`src/rtl/cam_pkg.sv`:
```
// Shared definitions for the CAM readback block: array geometry, the
// subarray-to-bit map and the readback FSM state encoding.
package cam_pkg;

  // Array geometry
  localparam int CAM_ROWS = 36;
  localparam int CAM_COLS = 32;

  // Port widths
  localparam int ROW_W   = 6;
  localparam int COL_W   = 5;
  localparam int LEN_W   = 6;
  localparam int DATA_W  = 16;
  localparam int MAX_LEN = 32;

  // Bit map of rd_bits: one bit per subarray
  localparam int SIGN_BIT     = 15;
  localparam int EXP_BIT      = 14;
  localparam int MANT_FIRST_K = 2;
  localparam int MANT_LAST_K  = 15;

  // Readback FSM states
  typedef enum logic [2:0] {
    ST_IDLE    = 3'd0,
    ST_ISSUE   = 3'd1,
    ST_CAPTURE = 3'd2,
    ST_HOLD    = 3'd3,
    ST_FIN     = 3'd4
  } state_t;

  // rd_bits position driven by mantissa subarray instance k
  function automatic int mant_bit(input int k);
    return SIGN_BIT - k;
  endfunction

endpackage

```
`src/rtl/cam_rb_addr_gen.sv`:
```
// Row/column address counter for CAM readback. Loads a start address and
// steps column-first, wrapping column into row and row back to zero.
module cam_rb_addr_gen
  import cam_pkg::*;
#(
  parameter int ROWS = CAM_ROWS,
  parameter int COLS = CAM_COLS
) (
  input  logic             clk,
  input  logic             rst,
  input  logic             load,
  input  logic [ROW_W-1:0] load_row,
  input  logic [COL_W-1:0] load_col,
  input  logic             step,
  output logic [ROW_W-1:0] row,
  output logic [COL_W-1:0] col
);

  // Address register: load wins over step; last cell wraps to (0,0)
  always_ff @(posedge clk) begin
    if (rst) begin
      row <= '0;
      col <= '0;
    end else if (load) begin
      row <= load_row;
      col <= load_col;
    end else if (step) begin
      if (col == COL_W'(COLS - 1)) begin
        col <= '0;
        if (row == ROW_W'(ROWS - 1)) begin
          row <= '0;
        end else begin
          row <= row + 1'b1;
        end
      end else begin
        col <= col + 1'b1;
      end
    end
  end

endmodule

```
`src/rtl/cam_readback.sv`:
```
// CAM readback engine: reads req_len consecutive cells starting at
// (req_row, req_col) and presents each reassembled word on out_data.
// Optional feature macro: CAM_READBACK_PARITY_EN adds out_parity.
//
// Handshakes: a request transfers on a rising edge with req_valid=1 and
// req_ready=1 (req_ready is high only in IDLE); a word transfers on a
// rising edge with out_valid=1 and out_ready=1, and out_data holds
// steady while out_valid is high and out_ready is low.
module cam_readback
  import cam_pkg::*;
#(
  parameter int ROWS = CAM_ROWS,
  parameter int COLS = CAM_COLS
) (
  input  logic              CLK,
  input  logic              rst,
  input  logic              req_valid,
  output logic              req_ready,
  input  logic [ROW_W-1:0]  req_row,
  input  logic [COL_W-1:0]  req_col,
  input  logic [LEN_W-1:0]  req_len,
  output logic              rd_en,
  output logic [ROW_W-1:0]  rd_row,
  output logic [COL_W-1:0]  rd_col,
  input  logic [DATA_W-1:0] rd_bits,
  output logic              out_valid,
  input  logic              out_ready,
  output logic [DATA_W-1:0] out_data,
  output logic              done,
  output logic              req_err,
`ifdef CAM_READBACK_PARITY_EN
  output logic              out_parity,
`endif
  output state_t            dbg_state
);

  state_t             state;
  logic [LEN_W-1:0]   remain;
  logic               accept;
  logic               illegal;
  logic               load;
  logic [DATA_W-1:0]  word;

  assign req_ready = (state == ST_IDLE);
  assign rd_en     = (state == ST_ISSUE);
  assign done      = (state == ST_FIN);
  assign dbg_state = state;

  assign accept  = req_valid && req_ready;
  assign illegal = (int'(req_row) >= ROWS) || (req_len > LEN_W'(MAX_LEN));
  assign load    = accept && !illegal;

  // Reassemble the word from the per-subarray bits
  always_comb begin
    word = '0;
    word[SIGN_BIT] = rd_bits[SIGN_BIT];
    word[EXP_BIT]  = rd_bits[EXP_BIT];
    for (int k = MANT_FIRST_K; k <= MANT_LAST_K; k++) begin
      word[mant_bit(k)] = rd_bits[mant_bit(k)];
    end
  end

  cam_rb_addr_gen #(
    .ROWS (ROWS),
    .COLS (COLS)
  ) u_addr_gen (
    .clk      (CLK),
    .rst      (rst),
    .load     (load),
    .load_row (req_row),
    .load_col (req_col),
    .step     (rd_en),
    .row      (rd_row),
    .col      (rd_col)
  );

  // Readback FSM with output word register and error pulse
  always_ff @(posedge CLK) begin
    if (rst) begin
      state     <= ST_IDLE;
      remain    <= '0;
      out_valid <= 1'b0;
      out_data  <= '0;
      req_err   <= 1'b0;
    end else begin
      req_err <= 1'b0;
      case (state)
        ST_IDLE: begin
          if (accept) begin
            if (illegal) begin
              req_err <= 1'b1;
            end else if (req_len == '0) begin
              state <= ST_FIN;
            end else begin
              remain <= req_len;
              state  <= ST_ISSUE;
            end
          end
        end
        ST_ISSUE: begin
          remain <= remain - 1'b1;
          state  <= ST_CAPTURE;
        end
        ST_CAPTURE: begin
          out_data  <= word;
          out_valid <= 1'b1;
          state     <= ST_HOLD;
        end
        ST_HOLD: begin
          if (out_ready) begin
            out_valid <= 1'b0;
            state     <= (remain == '0) ? ST_FIN : ST_ISSUE;
          end
        end
        ST_FIN: begin
          state <= ST_IDLE;
        end
        default: begin
          state <= ST_IDLE;
        end
      endcase
    end
  end

`ifdef CAM_READBACK_PARITY_EN
  // Even parity of the captured bits, registered alongside out_data
  always_ff @(posedge CLK) begin
    if (rst) begin
      out_parity <= 1'b0;
    end else if (state == ST_CAPTURE) begin
      out_parity <= ^rd_bits;
    end
  end
`endif

endmodule

```
`config.mk`:
```
export PLATFORM = sky130hd
export DESIGN_NAME = cam_readback
export DESIGN_NICKNAME = d
export VERILOG_FILES = /design/src/rtl/cam_pkg.sv /design/src/rtl/cam_rb_addr_gen.sv /design/src/rtl/cam_readback.sv
export SDC_FILE = /design/constraint.sdc
export NUM_CORES = 1
export LEC_CHECK = 0
export CAP_MARGIN = 10
export CORE_MARGIN = 2
export CORE_UTILIZATION = 45
export DETAILED_ROUTE_END_ITERATION = 10
export GPL_ROUTABILITY_DRIVEN = 1
export PLACE_DENSITY = 0.8
export SKIP_CTS_REPAIR_TIMING = 1
export SLEW_MARGIN = 20
export SYNTH_ARGS = -nofsm -noshare
export SYNTH_HDL_FRONTEND = slang
export SYNTH_SLANG_ARGS = --single-unit
```
`constraint.sdc`:
```
create_clock -name CLK -period 2.6 [get_ports CLK]
set_clock_uncertainty 0.2 [all_clocks]
set_input_delay 0.26 -clock CLK [delete_from_list [all_inputs] [get_ports CLK]]
set_output_delay 0.26 -clock CLK [all_outputs]
set_load 0.02 [all_outputs]
```
# Yosys cells after proc, flatten, opt, wreduce, memory -nomap -nowiden
# Cells that the tools add are included.
dict set report word_totals {
  output_inout_bits 35
  in_bits 37
  register_bits 38
  word_cells 60
}
dict set report classes {
  mux 20
  magnitude_cmp 2
  reduce_logical 16
  bitwise 2
  addsub 3
  n_eq_ne 10
}
# op count
set ops {}
lappend ops {{$mux 6} 7}
lappend ops {{$mux 3} 5}
lappend ops {{$mux 5} 3}
lappend ops {{$logic_not 6->1} 2}
lappend ops {{$pmux 3 s4} 1}
lappend ops {{$pmux 6 s2} 1}
lappend ops {{$reduce_bool 2->1} 4}
lappend ops {{$add 6x1->6 const B} 1}
lappend ops {{$eq 3x2->1 const B} 2}
lappend ops {{$eq 6x6->1 const B} 1}
lappend ops {{$ge 6x6->1 const B} 1}
lappend ops {{$gt 6x6->1 const B} 1}
lappend ops {{$ne 2x2->1 const B} 3}
lappend ops {{$sub 6x1->6 const B} 1}
lappend ops {{$add 5x1->5 const B} 1}
lappend ops {{$eq 5x5->1 const B} 1}
lappend ops {{$reduce_and 2->1} 2}
lappend ops {{$reduce_and 4->1} 1}
lappend ops {{$eq 3x1->1 const B} 1}
lappend ops {{$eq 3x3->1 const B} 1}
lappend ops {{$logic_not 3->1} 1}
lappend ops {{$reduce_and 3->1} 1}
lappend ops {{$reduce_or 3->1} 1}
lappend ops {{$logic_and 1x1->1} 2}
lappend ops {{6 further kinds} 8}

# Depth between registers and ports, before layout
dict set report depth {
  depth_word 6
  ltp_mapped 9
  ltp_nobuf 7
}

# Modules after synthesis
# Synthesis repeated with hierarchy kept, for this count alone.
dict set report hier_totals {
  cells_unflattened 238
  hier_area_um2 1916.8
}
# mod instances seq_area_each_um2 area_each_um2 cells_each
set modules_own_cells {}
lappend modules_own_cells {cam_readback 1 540.5 1258.7 161}
lappend modules_own_cells {cam_rb_addr_gen 1 220.2 658.1 77}

# Worst setup path before layout
# No wires, ideal clock.
dict set report synth_path {
  path_type {register to register}
  start {register u_addr_gen.col[0]}
  end {register u_addr_gen.row[0]}
  path_stages_with_launch 10
  required_time_ns 2.320
  setup_slack_ns 0.418
  synth_period_minus_slack_ns 2.182
  setup_time_ns 0.080
  arrival_time_ns 1.903
  n_path_buf 2
  cell_sequence {dfxtp_1 > ha_1 > and3_1 > ha_1 > buf_2 > nand4bb_1 > clkbuf_1 > a311oi_1 > a21oi_1 > a211oi_2}
}
dict set report synth_between {
  elab_chain_cells 3
}
# item line_no
set synth_lines {}
lappend synth_lines {{from (decl)} cam_rb_addr_gen.sv:16} ;# output logic [COL_W-1:0] col
lappend synth_lines {{from (signal assigned)} cam_rb_addr_gen.sv:26} ;# col <= load_col;
lappend synth_lines {{from (signal assigned)} cam_rb_addr_gen.sv:36} ;# col <= col + 1'b1;
lappend synth_lines {{$eq 5x5->1} cam_rb_addr_gen.sv:28} ;# if (col == COL_W'(COLS - 1)) begin
lappend synth_lines {{$reduce_bool 2->1 (no source line)} --}
lappend synth_lines {{$reduce_and 2->1 (no source line)} --}
lappend synth_lines {{to (signal assigned)} cam_rb_addr_gen.sv:25} ;# row <= load_row;
lappend synth_lines {{to (signal assigned)} cam_rb_addr_gen.sv:33} ;# row <= row + 1'b1;
lappend synth_lines {{to (decl)} cam_rb_addr_gen.sv:15} ;# output logic [ROW_W-1:0] row,
# No other way between the ends.
# A chain may end at the register's enable or synchronous reset.

# Worst setup path after layout
dict set report layout_path {
  start {register state[0] (netlist: dbg_state[0])}
  end {output port rd_en}
}
dict set report layout_between {
  elab_chain_cells 1
}
# item line_no
set layout_lines {}
lappend layout_lines {{from (decl)} cam_readback.sv:37} ;# state_t state;
lappend layout_lines {{from (signal assigned)} cam_readback.sv:112} ;# state <= (remain == '0) ? ST_FIN : ST_ISSUE;
lappend layout_lines {{$eq 3x1->1} cam_readback.sv:45} ;# assign rd_en = (state == ST_ISSUE);
lappend layout_lines {{to (decl)} cam_readback.sv:22} ;# output logic rd_en,
# No other way between the ends.

==> results.md <==
* Avg Cell Area, Syn at 8.571 um2
* Routed WL at ~5.4 mm
* Vias in the first global route at 1,929
* Synth Register Bits at 38
* R2R cell count at 7
* Prevailing post-synth register cell: dfxtp_1
* Crit path launch type: flop
* Dpl hpwl at 3.852 mm
* Largest net degree at the start of global routing at 18
* Post-place setup slack at 329.0 ps
* Placed Cells at 355
* Max-Cap Viols at 0
* Clk pin slew, worst setup/hold paths at 70 ps
* Global Route Usage Sum at a little over a fifth
* Crit Path Category: flop to output pin
* Ports at 72
* P&R area growth vs syn at 40.76%
* Worst EP arrival at roughly 2000 ps
* Antenna-violating nets left at 0
* IO buf count at 71
* Root Driver: clkbuf_8
* Hold Path Origin: out_data[0]
* Routability cong. at roughly 0.85
* CTS tree: built
* CP Data Required Time at around 2100 ps
* Post-route setup slack at 104.1 ps
* TritonRoute pass-1 iters at 4
* Post-Syn Area at 2066 um2
* Design area at between 2000 and 3000 um2
* Number of synthesized flops with an enable pin at 0
* Total Power at 1.713 mW
* Total CTS buffers at 5
* Cell Count, Final, Fillers Out at 363
* R2r setup slk at 290 ps
* Initial antenna violation count at 0
* Sink Count at 38
* Die area at 5149 um2
* Area after DPL at 2799 um2
* Async set-reset flop share out of synthesis at 0%
* PD cells at just under 600 nW/um2
* Vias per cell at 5.647
* Final Hold Violating Endpoints at 0
* Final nets at 352
* Crit-path max FO at 13
* RR Startpoint: u_addr_gen.col[0]
* Syn_nets at 283
* Cell variety after synth at 51
* DR WL/cell at 14.75 um
* Worst-Margin Slew at 618.2 ps
* Period minus WS final at 2496 ps
* Final Max Slew Viols at 0
* Outcome: finished clean
* Slew HR at 58.66%
* VDD IR-drop max at around 0.27 mV
* Vias at between 2,000 and 2,500
* Row count at 24
* Clock Latency Late Sink at approximately 300 ps
* Share of cells above drive strength 1 at 14.47%
* Grt ovf at 0
* H-tree depth at 2
* Total Neg Setup Slack at 0 ps
* Ant. Diodes at 0
* Worst setup EP type: output pin
* Worst hold stages at 2
* Core ar. at 4384 um2
* YS warnings at 0
* Die height at 71.76 um
* R2R Path End: u_addr_gen.row[0]
* HP Class: flop to flop
* Final worst-path cycle share at a little over nine tenths
* RSZ-0062 raised after global routing: false
* Setup violators final at 0
* First-pass GRT wire length at ~9 mm
* Achievable clock frequency at about 400 MHz
* Initial Util at between 40% and 50%
* DRT iter0 DRCs at 124
* Seq/Total Area, Yosys at a little under two fifths
* Bufs on Longest Clock Path at 2
* Leak at 1.001 nW
* Worst Hold End: out_data[0]
* Chip width at 71.76 um
* Post-Synthesis Cells at roughly 240
* # DRC at 0
report_power, final:
group / internal [mW] / switching, mW
Clock: 0.282 / 0.219
Combinational: 0.237 / 0.273
Sequential: 0.640 / 0.0606
sequential cells by signal, indices dropped and copies added, names as in the netlist:
signal / cells
remain: 6
req_err: 1
out_valid: 1
u_addr_gen.row: 6
dbg_state: 3
out_data: 16
u_addr_gen.col: 5
layout make-up:
cell class	instances	area [um2]
well taps	52	65.06
clock inverters	3	40.04
inverters	7	27.53
fillers	387	1476
multi-input cells	178	1167
repair buffers	80	778.2
flip-flops and latches	38	760.7
clock buffers	5	68.82
cell families (layout without fill, tap and decap cells):
logic type	Yosys count	count (layout)	share of synthesized area, %
buf+inv	25	95	6.662
simple gates	104	104	28.77
compound gates	66	66	23.32
mux	2	2	0.9691
fa+ha+maj	5	5	3.028
flops	38	38	36.83
xor+xnor	1	1	0.4241
critical path: stages (launching register included):
cell	delay (ps)
dfxtp_1	530
or3b_4	530
inv_2	80
clkdlybuf4s50_1	590
Yosys cell counts, types with 2 or more instances:
library cell	n	area, um2
buf_4	2	15.01
a311oi_2	3	45.04
nor3_1	3	15.01
nand4_1	10	62.56
inv_1	5	18.77
ha_1	5	62.56
buf_6	4	45.04
a211oi_2	5	62.56
o311ai_1	4	35.03
clkbuf_1	8	30.03
nor2_1	6	22.52
a21oi_1	23	115.1
o211ai_2	2	25.02
dfxtp_1	38	760.7
and3_1	4	25.02
o31ai_1	3	22.52
nand3_1	7	35.03
a31oi_1	13	81.33
nor4_1	2	12.51
or3_1	3	18.77
mux2i_1	2	20.02
or3_4	2	22.52
nor3b_1	2	15.01
nand2_1	43	161.4
buf_2	4	20.02
o21ai_0	4	20.02
nor2b_1	3	18.77
nor3_2	8	80.08
worst max-delay path by stage:
stage	slack, ps	cells after the start	end	from
floorplan	420	9	u_addr_gen.row[0]	u_addr_gen.col[0]
global route	8	3	rd_en	dbg_state[0]
finish	100	3	rd_en	dbg_state[0]
global placement	310	7	u_addr_gen.row[0]	u_addr_gen.col[0]
detailed placement	330	8	u_addr_gen.row[4]	u_addr_gen.col[0]
CTS	110	3	rd_en	dbg_state[0]
cells in the final DEF, fill, tap and decap left out, drive strengths merged, types with 6 or more instances in the layout:
cell and count:
clkdlybuf4s50 71, a211oi 6, a31oi 13, a21oi 23, nor2 6, buf 9
nor3 11, inv 6, nand2 44, nand4 10, dfxtp 38, nand3 8
stage by stage:
| stage | hold slack (ps) | utilization [%] |
|---|---|---|
| 2_1_floorplan | 170.6 | - |
| 3_3_place_gp | 241.3 | 63.84 |
| 3_5_place_dp | 245.9 | 63.84 |
| 4_1_cts | 256.7 | 66.32 |
| 5_1_grt | 275.4 | 66.32 |
| 6_report | 253.2 | 66.32 |
metal layers:
metal / global-route usage (%) / wire length, um / vias to the layer above
met5: 0 / 0 / -
met4: 7.338 / 78 / 0
met3: 5.626 / 412 / 11
met2: 34.88 / 2352 / 86
met1: 28.53 / 2513 / 924
li1: - / - / 1029
No activity file was read; power rests on OpenSTA's default activity.
